### src/rtl/ibex_wb_pkg.sv
// Shared types and helpers for the writeback arbiter: source tags, load-buffer entry, counter width.
package ibex_wb_pkg;

    typedef enum logic [1:0] {
        WB_SRC_NONE,
        WB_SRC_EX,
        WB_SRC_LSU
    } wb_src_e;

    localparam int WB_DATA_W = 32;
    localparam int WB_PERF_W = 32;

    typedef struct packed {
        logic [4:0]           addr;
        logic [WB_DATA_W-1:0] data;
    } wb_entry_t;

    // RV32E has 16 registers, so bit 4 of every register address is ignored.
    function automatic logic [4:0] wb_addr(input logic [4:0] a, input bit rv32e);
        return rv32e ? {1'b0, a[3:0]} : a;
    endfunction

endpackage

### src/rtl/ibex_wb_arbiter_if.sv
// Writeback arbiter bundle: EX and LSU write sources, load issue, hazard lookup, RF write port, counters.
interface ibex_wb_arbiter_if #(
    parameter int DataWidth = 32,
    parameter int NumWords  = 32
);
    logic                                ex_we_i;
    logic [4:0]                          ex_waddr_i;
    logic [DataWidth-1:0]                ex_wdata_i;
    logic                                lsu_rvalid_i;
    logic [4:0]                          lsu_waddr_i;
    logic [DataWidth-1:0]                lsu_rdata_i;
    logic                                lsu_rready_o;
    logic                                load_issue_i;
    logic [4:0]                          load_issue_addr_i;
    logic [4:0]                          raddr_a_i;
    logic [4:0]                          raddr_b_i;
    logic                                hazard_o;
    logic [NumWords-1:0]                 pending_o;
    logic                                rf_we_o;
    logic [4:0]                          rf_waddr_o;
    logic [DataWidth-1:0]                rf_wdata_o;
    logic [ibex_wb_pkg::WB_PERF_W-1:0]   perf_lsu_wr_o;
    logic [ibex_wb_pkg::WB_PERF_W-1:0]   perf_defer_o;

    modport master (
        output ex_we_i, ex_waddr_i, ex_wdata_i,
        output lsu_rvalid_i, lsu_waddr_i, lsu_rdata_i,
        output load_issue_i, load_issue_addr_i, raddr_a_i, raddr_b_i,
        input  lsu_rready_o, hazard_o, pending_o,
        input  rf_we_o, rf_waddr_o, rf_wdata_o, perf_lsu_wr_o, perf_defer_o
    );

    modport slave (
        input  ex_we_i, ex_waddr_i, ex_wdata_i,
        input  lsu_rvalid_i, lsu_waddr_i, lsu_rdata_i,
        input  load_issue_i, load_issue_addr_i, raddr_a_i, raddr_b_i,
        output lsu_rready_o, hazard_o, pending_o,
        output rf_we_o, rf_waddr_o, rf_wdata_o, perf_lsu_wr_o, perf_defer_o
    );

endinterface

### src/rtl/ibex_wb_load_fifo.sv
// Generic FIFO buffering load responses that lose writeback arbitration.
// Latency: pushed entry visible at pop_dat the cycle after push.
// Backpressure: push ignored when full, pop ignored when empty; caller gates with full/empty.
module ibex_wb_load_fifo #(
    parameter int  Depth   = 2,
    parameter type entry_t = ibex_wb_pkg::wb_entry_t
) (
    input  logic   clk_i,
    input  logic   rst_ni,
    input  logic   push,
    input  entry_t push_dat,
    input  logic   pop,
    output entry_t pop_dat,
    output logic   full,
    output logic   empty
);
    localparam int             AW      = (Depth > 1) ? $clog2(Depth) : 1;
    localparam logic [AW:0]    FullCnt = Depth[AW:0];

    entry_t      mem [2**AW];
    logic [AW:0] wr_ptr, rd_ptr;

    // Pointers carry one extra wrap bit so full and empty stay distinguishable.
    assign empty   = (wr_ptr == rd_ptr);
    assign full    = ((wr_ptr - rd_ptr) == FullCnt);
    assign pop_dat = mem[rd_ptr[AW-1:0]];

    always_ff @(posedge clk_i or negedge rst_ni) begin
        if (!rst_ni) begin
            wr_ptr <= '0;
            rd_ptr <= '0;
        end else begin
            if (push && !full)  wr_ptr <= wr_ptr + 1'b1;
            if (pop  && !empty) rd_ptr <= rd_ptr + 1'b1;
        end
    end

    always_ff @(posedge clk_i) begin
        if (push && !full) mem[wr_ptr[AW-1:0]] <= push_dat;
    end

endmodule

### src/rtl/ibex_wb_arbiter.sv
// Writeback arbiter: EX results and LSU load data share one RF write port; tracks pending loads for hazards.
// Latency: 1 cycle from selection to rf_we_o/rf_waddr_o/rf_wdata_o; hazard_o is combinational.
// Backpressure: lsu_rready_o drops while the load FIFO is full; EX never stalls. IBEX_WB_PERF_COUNTERS_EN adds counters.
module ibex_wb_arbiter
    import ibex_wb_pkg::*;
#(
    parameter bit RV32E         = 1'b0,
    parameter int DataWidth     = 32,
    parameter int LoadFifoDepth = 2
) (
    input  logic             clk_i,
    input  logic             rst_ni,
    ibex_wb_arbiter_if.slave bus
);
    localparam int NumWords = RV32E ? 16 : 32;

    typedef struct packed {
        logic [4:0]           addr;
        logic [DataWidth-1:0] data;
    } entry_t;

    function automatic logic [NumWords-1:0] onehot(input logic [4:0] a);
        return {{(NumWords-1){1'b0}}, 1'b1} << a;
    endfunction

    logic [4:0]           ex_addr, lsu_addr, iss_addr, ra_addr, rb_addr;
    logic                 fifo_full, fifo_empty, fifo_push, fifo_pop, lsu_rdy;
    logic                 ex_win, lsu_live;
    entry_t               head, lsu_ent;
    logic                 sel_we;
    logic [4:0]           sel_addr;
    logic [DataWidth-1:0] sel_data;
    wb_src_e              sel_src;
    logic                 rf_we_q;
    logic [4:0]           rf_waddr_q;
    logic [DataWidth-1:0] rf_wdata_q;
    wb_src_e              src_q;
    logic [NumWords-1:0]  pending_q, set_vec, clr_vec;

    assign ex_addr  = wb_addr(bus.ex_waddr_i, RV32E);
    assign lsu_addr = wb_addr(bus.lsu_waddr_i, RV32E);
    assign iss_addr = wb_addr(bus.load_issue_addr_i, RV32E);
    assign ra_addr  = wb_addr(bus.raddr_a_i, RV32E);
    assign rb_addr  = wb_addr(bus.raddr_b_i, RV32E);

    // Ready is sampled before this cycle's pop, so a full FIFO never sees push and pop together.
    assign lsu_rdy   = rst_ni & ~fifo_full;
    assign ex_win    = bus.ex_we_i && (ex_addr != 5'd0);
    assign lsu_live  = bus.lsu_rvalid_i && lsu_rdy && (lsu_addr != 5'd0);
    assign fifo_pop  = !ex_win && !fifo_empty;
    assign fifo_push = lsu_live && (ex_win || !fifo_empty);
    assign lsu_ent   = '{addr: lsu_addr, data: bus.lsu_rdata_i};

    ibex_wb_load_fifo #(
        .Depth   (LoadFifoDepth),
        .entry_t (entry_t)
    ) u_load_fifo (
        .clk_i    (clk_i),
        .rst_ni   (rst_ni),
        .push     (fifo_push),
        .push_dat (lsu_ent),
        .pop      (fifo_pop),
        .pop_dat  (head),
        .full     (fifo_full),
        .empty    (fifo_empty)
    );

    always_comb begin
        sel_we   = 1'b0;
        sel_addr = '0;
        sel_data = '0;
        sel_src  = WB_SRC_NONE;
        if (ex_win) begin
            sel_we   = 1'b1;
            sel_addr = ex_addr;
            sel_data = bus.ex_wdata_i;
            sel_src  = WB_SRC_EX;
        end else if (!fifo_empty) begin
            sel_we   = 1'b1;
            sel_addr = head.addr;
            sel_data = head.data;
            sel_src  = WB_SRC_LSU;
        end else if (lsu_live) begin
            sel_we   = 1'b1;
            sel_addr = lsu_addr;
            sel_data = bus.lsu_rdata_i;
            sel_src  = WB_SRC_LSU;
        end
    end

    // A load retires on the edge the RF captures its data; a same-cycle reissue keeps the bit set.
    assign set_vec = (bus.load_issue_i && iss_addr != 5'd0) ? onehot(iss_addr) : '0;
    assign clr_vec = (rf_we_q && src_q == WB_SRC_LSU) ? onehot(rf_waddr_q) : '0;

    always_ff @(posedge clk_i or negedge rst_ni) begin
        if (!rst_ni) begin
            rf_we_q    <= 1'b0;
            rf_waddr_q <= '0;
            rf_wdata_q <= '0;
            src_q      <= WB_SRC_NONE;
            pending_q  <= '0;
        end else begin
            rf_we_q    <= sel_we;
            rf_waddr_q <= sel_addr;
            rf_wdata_q <= sel_data;
            src_q      <= sel_src;
            pending_q  <= (pending_q & ~clr_vec) | set_vec;
        end
    end

    assign bus.lsu_rready_o = lsu_rdy;
    assign bus.hazard_o     = |(pending_q & (onehot(ra_addr) | onehot(rb_addr)));
    assign bus.pending_o    = pending_q;
    assign bus.rf_we_o      = rf_we_q;
    assign bus.rf_waddr_o   = rf_waddr_q;
    assign bus.rf_wdata_o   = rf_wdata_q;

`ifdef IBEX_WB_PERF_COUNTERS_EN
    logic [WB_PERF_W-1:0] perf_lsu_wr_q, perf_defer_q;

    always_ff @(posedge clk_i or negedge rst_ni) begin
        if (!rst_ni) begin
            perf_lsu_wr_q <= '0;
            perf_defer_q  <= '0;
        end else begin
            if (rf_we_q && src_q == WB_SRC_LSU) perf_lsu_wr_q <= perf_lsu_wr_q + 1'b1;
            if (ex_win && !fifo_empty)          perf_defer_q  <= perf_defer_q + 1'b1;
        end
    end

    assign bus.perf_lsu_wr_o = perf_lsu_wr_q;
    assign bus.perf_defer_o  = perf_defer_q;
`else
    assign bus.perf_lsu_wr_o = '0;
    assign bus.perf_defer_o  = '0;
`endif

    logic ex_hits_pend, iss_hits_pend, rsp_not_pend;
    assign ex_hits_pend  = ex_win && (|(pending_q & onehot(ex_addr)));
    assign iss_hits_pend = |(set_vec & pending_q & ~clr_vec);
    assign rsp_not_pend  = lsu_live && !(|(pending_q & onehot(lsu_addr)));

    a_ex_to_pending:  assert property (@(posedge clk_i) disable iff (!rst_ni) !ex_hits_pend);
    a_issue_pending:  assert property (@(posedge clk_i) disable iff (!rst_ni) !iss_hits_pend);
    a_rsp_unpending:  assert property (@(posedge clk_i) disable iff (!rst_ni) !rsp_not_pend);

endmodule

### src/flat_wrapper.sv
// flat-port wrapper written by rule: the top's interface ports become plain ports
module ibex_wb_arbiter_flat import ibex_wb_pkg::*;
#(
    parameter bit RV32E         = 1'b0,
    parameter int DataWidth     = 32,
    parameter int LoadFifoDepth = 2
)
  (clk_i, rst_ni, bus_ex_we_i, bus_ex_waddr_i, bus_ex_wdata_i, bus_lsu_rvalid_i, bus_lsu_waddr_i, bus_lsu_rdata_i, bus_load_issue_i, bus_load_issue_addr_i, bus_raddr_a_i, bus_raddr_b_i, bus_lsu_rready_o, bus_hazard_o, bus_pending_o, bus_rf_we_o, bus_rf_waddr_o, bus_rf_wdata_o, bus_perf_lsu_wr_o, bus_perf_defer_o);
  ibex_wb_arbiter_if #(.DataWidth(DataWidth), .NumWords(32)) bus_i ();
  input  logic clk_i;
  input  logic rst_ni;
  input wire logic [$bits(bus_i.ex_we_i)-1:0] bus_ex_we_i;
  input wire logic [$bits(bus_i.ex_waddr_i)-1:0] bus_ex_waddr_i;
  input wire logic [$bits(bus_i.ex_wdata_i)-1:0] bus_ex_wdata_i;
  input wire logic [$bits(bus_i.lsu_rvalid_i)-1:0] bus_lsu_rvalid_i;
  input wire logic [$bits(bus_i.lsu_waddr_i)-1:0] bus_lsu_waddr_i;
  input wire logic [$bits(bus_i.lsu_rdata_i)-1:0] bus_lsu_rdata_i;
  input wire logic [$bits(bus_i.load_issue_i)-1:0] bus_load_issue_i;
  input wire logic [$bits(bus_i.load_issue_addr_i)-1:0] bus_load_issue_addr_i;
  input wire logic [$bits(bus_i.raddr_a_i)-1:0] bus_raddr_a_i;
  input wire logic [$bits(bus_i.raddr_b_i)-1:0] bus_raddr_b_i;
  output wire logic [$bits(bus_i.lsu_rready_o)-1:0] bus_lsu_rready_o;
  output wire logic [$bits(bus_i.hazard_o)-1:0] bus_hazard_o;
  output wire logic [$bits(bus_i.pending_o)-1:0] bus_pending_o;
  output wire logic [$bits(bus_i.rf_we_o)-1:0] bus_rf_we_o;
  output wire logic [$bits(bus_i.rf_waddr_o)-1:0] bus_rf_waddr_o;
  output wire logic [$bits(bus_i.rf_wdata_o)-1:0] bus_rf_wdata_o;
  output wire logic [$bits(bus_i.perf_lsu_wr_o)-1:0] bus_perf_lsu_wr_o;
  output wire logic [$bits(bus_i.perf_defer_o)-1:0] bus_perf_defer_o;
  assign bus_i.ex_we_i = bus_ex_we_i;
  assign bus_i.ex_waddr_i = bus_ex_waddr_i;
  assign bus_i.ex_wdata_i = bus_ex_wdata_i;
  assign bus_i.lsu_rvalid_i = bus_lsu_rvalid_i;
  assign bus_i.lsu_waddr_i = bus_lsu_waddr_i;
  assign bus_i.lsu_rdata_i = bus_lsu_rdata_i;
  assign bus_i.load_issue_i = bus_load_issue_i;
  assign bus_i.load_issue_addr_i = bus_load_issue_addr_i;
  assign bus_i.raddr_a_i = bus_raddr_a_i;
  assign bus_i.raddr_b_i = bus_raddr_b_i;
  assign bus_lsu_rready_o = bus_i.lsu_rready_o;
  assign bus_hazard_o = bus_i.hazard_o;
  assign bus_pending_o = bus_i.pending_o;
  assign bus_rf_we_o = bus_i.rf_we_o;
  assign bus_rf_waddr_o = bus_i.rf_waddr_o;
  assign bus_rf_wdata_o = bus_i.rf_wdata_o;
  assign bus_perf_lsu_wr_o = bus_i.perf_lsu_wr_o;
  assign bus_perf_defer_o = bus_i.perf_defer_o;
  ibex_wb_arbiter #(.RV32E(RV32E), .DataWidth(DataWidth), .LoadFifoDepth(LoadFifoDepth)) u_core (.clk_i(clk_i), .rst_ni(rst_ni), .bus(bus_i));
endmodule
### config.mk
export PLATFORM = sky130hd
export DESIGN_NAME = ibex_wb_arbiter_flat
export DESIGN_NICKNAME = d
export VERILOG_FILES = /design/src/rtl/ibex_wb_pkg.sv /design/src/rtl/ibex_wb_arbiter_if.sv /design/src/rtl/ibex_wb_load_fifo.sv /design/src/rtl/ibex_wb_arbiter.sv /design/src/flat_wrapper.sv
export SDC_FILE = /design/constraint.sdc
export NUM_CORES = 1
export LEC_CHECK = 0
export BUFFER_PORTS_ARGS = -buffer_cell sky130_fd_sc_hd__buf_2
export CAP_MARGIN = 20
export CORE_MARGIN = 2
export CORE_UTILIZATION = 56
export CTS_CLUSTER_DIAMETER = 60
export DETAILED_ROUTE_END_ITERATION = 10
export PLACE_DENSITY = 0.87
export SETUP_SLACK_MARGIN = 0.15
export SLEW_MARGIN = 20
export SYNTH_ARGS = -nofsm -noshare
export SYNTH_HDL_FRONTEND = slang
export SYNTH_SLANG_ARGS = --single-unit
### constraint.sdc
create_clock -name clk_i -period 9.11 [get_ports clk_i]
set_input_delay 1.822 -clock clk_i [delete_from_list [all_inputs] [get_ports clk_i]]
set_output_delay 1.822 -clock clk_i [all_outputs]
set_load 0.1 [all_outputs]
# After elaboration in Yosys (flattened, before gate mapping)
# Memories as Yosys holds them, arrays and structs flattened.
# Cells that the tools add are included.
# Widths: inputs -> output; s select.
# op_classes
n_addsub	3
eq_ne	3
n_shift	4
muxes	16
bitwise_logic	7
reduce_logical	17
# ops
op	count
$mux 32	5
$shl 1x5->32 const A	4
$and 32x32->32	2
$or 32x32->32	2
$not 32->32	1
$reduce_or 32->1	1
$mux 5	3
$reduce_bool 5->1	3
$logic_and 1x1->1	9
$mux 2	3
$mux 1	5
$add 2x1->2 const B	2
$eq 2x2->1 const B	2
$logic_not 1->1	3
$eq 2x2->1	1
$sub 2x2->2	1
$and 1x1->1	1
$logic_or 1x1->1	1
$not 1->1	1
# word_totals
register_bits	76
ram_bits	74
in_bits	94
out_inout_bits	136
elab_cells	58
n_memories	1
# memory_table
name	depth	width	read_ports	rd_clocked_by_memory_dff	write_ports	line_no	rtl
u_core.u_load_fifo.mem	2	37	1	0	1	ibex_wb_load_fifo.sv:20	entry_t mem [2**AW];

# Longest topological paths before layout
# depth
word_depth	10
mapped_depth	7
mapped_depth_nobuf	6

# Hierarchy
# A second synthesis with hierarchy kept.
# unflattened
hier_cells	698
area_unflattened_um2	7654.8
# by_module_without_submodules
module	instances	cells_each	area_each_um2	seq_area_each_um2
ibex_wb_arbiter	1	553	4707.0	1801.7
ibex_wb_load_fifo	1	145	2947.8	2322.2

# Worst setup path before layout
# OpenSTA, ideal clock, no wires.
# synth_path
path_type	input to output
from	input rst_ni
to	output bus_lsu_rready_o
t_arrival_ns	4.011
t_required_ns	7.288
setup_slack_ns	3.277
cell_stages	1
n_path_buf	0
cell_sequence	a21boi_0
# synth_between
elab_chain_cells	1
# synth_lines
item	line_no	rtl
start, declared	flat_wrapper.sv:11	input logic rst_ni;
$and 1x1->1	ibex_wb_arbiter.sv:47	assign lsu_rdy = rst_ni & ~fifo_full;
end, declared	flat_wrapper.sv:22	output wire logic [$bits(bus_i.lsu_rready_o)-1:0] bus_lsu_rready_o;
# No other way between the ends.

# Worst setup path in the final report
# layout_path
from	input bus_raddr_b_i[0]
to	output bus_hazard_o
# layout_between
elab_chain_cells	4
# layout_lines
item	line_no	rtl
start, declared	flat_wrapper.sv:21	input wire logic [$bits(bus_i.raddr_b_i)-1:0] bus_raddr_b_i;
$shl 1x5->32	ibex_wb_arbiter.sv:23	return {{(NumWords-1){1'b0}}, 1'b1} << a;
$or 32x32->32	ibex_wb_arbiter.sv:112	assign bus.hazard_o = |(pending_q & (onehot(ra_addr) | onehot(rb_addr)));
$and 32x32->32	ibex_wb_arbiter.sv:112	
$reduce_or 32->1	ibex_wb_arbiter.sv:112	
end, declared	flat_wrapper.sv:23	output wire logic [$bits(bus_i.hazard_o)-1:0] bus_hazard_o;
# No other way between the ends.

==> summary.md <==
| Metric | Value |
|---|---|
| Largest fanout on the critical path | 20 |
| Clk slew on worst S/H paths | around 0.060 ns |
| Antenna diode count | 0 |
| Initial antenna violation count | 0 |
| PnR Total Power | 3.42 mW |
| Cell type with the largest total area after synthesis | sky130_fd_sc_hd__edfxtp_1 |
| Layout cell share with drive strength beyond 1 | 0.262 |
| Total clock sinks | 150 |
| Worst EP required | between 7 and 8 ns |
| Crit path time final | around 5.5 ns |
| Clk_lat worst skew | 0.41 ns |
| Highest ir drop seen on vdd | between 0.0003 and 0.0004 V |
| Number of buffers added to fix hold violations after cts | 0 |
| Buffer type at the clock tree root | sky130_fd_sc_hd__clkbuf_16 |
| Total I/O pin count | 230 |
| Dominant synthesized flop cell | sky130_fd_sc_hd__dfrtp_1 |
| DRT Pass-1 Iters | 6 |
| Area added between synthesis and finish | 17.1% |
| Number of warnings printed during yosys synthesis | 0 |
| Share of the core filled with cells in the final layout | 0.674 |
| Hold Crit Class | reg -> reg |
| Number of distinct library cells after synthesis | a little over 60 |
| Longest Clk Path Bufs | 2 |
| Post-detailed-routing wire length | roughly 17000 microns |
| Hold depth | 1 |
| Transition at the pin with the smallest max-transition slack | 0.782 ns |
| Number of placement rows | between 40 and 50 |
| Achievable frequency | approximately 180 MHz |
| Path depth of the worst reg2reg path | 8 |
| Layout filler cell count | a little under 1000 |
| Final estimated routing congestion in global placement | roughly 0.92 |
| Post-CTS Setup Bufs | 0 |
| Number of pins exceeding their max-slew limit in the final report | 0 |
| Headroom to the max-slew limit | 0.479 |
| Detail Route Antenna Nets | 0 |
| Area of the core region | about 13000 sq um |
| Max-cap violation count | 0 |
| Setup crit start kind | primary input |
| Class of the most critical setup path | in -> out |
| Synth Cell Area | 7330 sq um |
| Total negative slack for setup checks | 0 ns |
| Share of Yosys cell area claimed by the top area cell type | 0.303 |
| DIE HEIGHT | between 100 and 150 microns |
| Main area contributors after synthesis | sky130_fd_sc_hd__edfxtp_1, sky130_fd_sc_hd__dfrtp_1, sky130_fd_sc_hd__buf_4 |
| Area enclosed by the die boundary | ~14000 sq um |
| Worst endpoint data arrival time | 3.69 ns |
| Number of DRC markers after the initial detailed-route iteration | just under 400 |
| P per Cell Area | ~400 nW/um^2 |
| Gates resized, CTS repair | 0 |
| Vias in the first global route | around 5400 |
| H-tree lvl count | 4 |
| Total CTS buffers | 17 |
| Final cycle utilization of the critical path | 0.605 |
| Largest net degree at the start of global routing | 75 |
| Instance count of the mapped netlist | roughly 660 |
| Total global-route track usage | 0.248 |
| Startpoint of the most critical setup path | bus_raddr_b_i[0] |
| Setup WS pre-CTS | 3.61 ns |
| Number of hold violations in the final report | 0 |
| Leading cell types in the layout, fill and taps excluded | sky130_fd_sc_hd__buf_2, sky130_fd_sc_hd__o21ai_0, sky130_fd_sc_hd__nor2_1 |
| Post-route DRC violation count | 0 |
| Synthesized area divided by synthesized cell count | around 11 sq um |
| Clock tree from TritonCTS | done |
| Ratio of routed vias to standard cells | between 5 and 6 |
| Crit end category | primary output |
| Setup violations, final | 0 |
| Async set-or-reset flop fraction in the synthesized netlist | 0.507 |
| Launch point of the worst reg-to-reg path | u_core.u_load_fifo.rd_ptr[0] |
| Wire length of the first global-routing pass | between 20000 and 30000 microns |
| Via count | approximately 5700 |
| Static Leak | about 3.5 nW |
| Initial core utilization | 0.576 |
| HP Start | u_core.bus.pending_o[0] |
| Setup repair after global routing missed its margin | no |
| DIE WIDTH | around 120 microns |
| Flop and latch count out of synthesis | 150 |
| Largest clock skew in the final design | 0.00898 ns |
| Status | completed |
| Number of enable-type register cells in the synthesized netlist | 74 |
| Setup WS post-layout | ~3.6 ns |
| GR Overflow Total | 0 |
| Share of the yosys chip area belonging to registers | 0.563 |
| Number of input and output port buffers inserted | about 170 |
| Layout net count | roughly 910 |
| Placed wire-length estimate after detailed placement | between 10000 and 15000 microns |
| Most common cell after layout, fill and taps aside | sky130_fd_sc_hd__buf_2 |
| Average wire per cell in the routed design | between 15 and 20 microns |
==> registers in the layout (all words and copies together) (netlist names) <==
register and count:
u_core.bus.rf_waddr_o 5, u_core.bus.pending_o 32, u_core.bus.rf_wdata_o 32, u_core.src_q 2
u_core.u_load_fifo.mem 74, u_core.bus.rf_we_o 1, u_core.u_load_fifo.wr_ptr 2, u_core.u_load_fifo.rd_ptr 2
==> final timing paths <==
check	to	slack, ns
worst min register to register	u_core.bus.pending_o[0]	0.57
max in group asynchronous	u_core.u_load_fifo.rd_ptr[0]	6.74
worst max register to register	u_core.u_load_fifo.mem[1][33]	5.78
min in group asynchronous	u_core.bus.rf_wdata_o[15]	1.27
worst max-delay path	bus_hazard_o	3.60
worst min-delay path	u_core.bus.pending_o[0]	0.57
==> critical path, stage by stage <==
cell and delay (ns):
sky130_fd_sc_hd__buf_2 0.32, sky130_fd_sc_hd__mux4_2 0.56, sky130_fd_sc_hd__nand3_1 0.10, sky130_fd_sc_hd__o41ai_1 0.08
sky130_fd_sc_hd__a2111oi_2 0.35, sky130_fd_sc_hd__nand4_1 0.13, sky130_fd_sc_hd__buf_2 0.32
==> power by group <==
group | switching (mW) | internal (mW) | total, mW
Sequential | 0.126 | 0.890 | 1.02
Clock | 0.260 | 0.373 | 0.632
Combinational | 1.47 | 0.307 | 1.77
==> cell usage after synthesis (all sizes together) (8+ instances only) <==
library cell and number:
a21oi 10, a31oi 37, buf 89, clkbuf 14
dfrtp 76, edfxtp 74, mux2i 43, nand2 19
nand3 15, nor2 82, nor3b 8, o21ai 103
==> kinds of logic after synthesis <==
group                  after synthesis  synth area share
AND/OR/NAND/NOR                    176             0.122
AO/OA/AOI/OAI                      174             0.140
flip-flops                         150             0.563
buffers and inverters              106            0.0922
multiplexers                        50            0.0741
XOR/XNOR                             6           0.00820
other                                1          0.000512
==> metal layers <==
layer  GRT usage  share of wire  vias up
met4      0.0841          0.017        0
met1       0.321           0.41     2734
met3      0.0516          0.078       26
li1            -              -     2606
met2       0.418           0.50      296
met5           0              0        -
==> layout make-up <==
type	count	area (sq um)	area share
clock inverter	12	108	0.0125
clock buffer	19	433	0.0505
inverter	3	11.3	0.00131
timing repair buffer	172	881	0.103
tap	172	215	0.0251
sequential	150	4130	0.481
multi-input combinational	470	2810	0.327
==> metrics by stage <==
stage,instances,cell area (sq um),hold WS [ns]
6_report,998,8580,0.571
5_1_grt,998,8580,0.589
4_1_cts,998,8580,0.571
3_5_place_dp,967,8040,0.561
3_3_place_gp,967,8040,0.544
2_1_floorplan,726,7560,0.520
No activity file was read; power rests on OpenSTA's default activity.
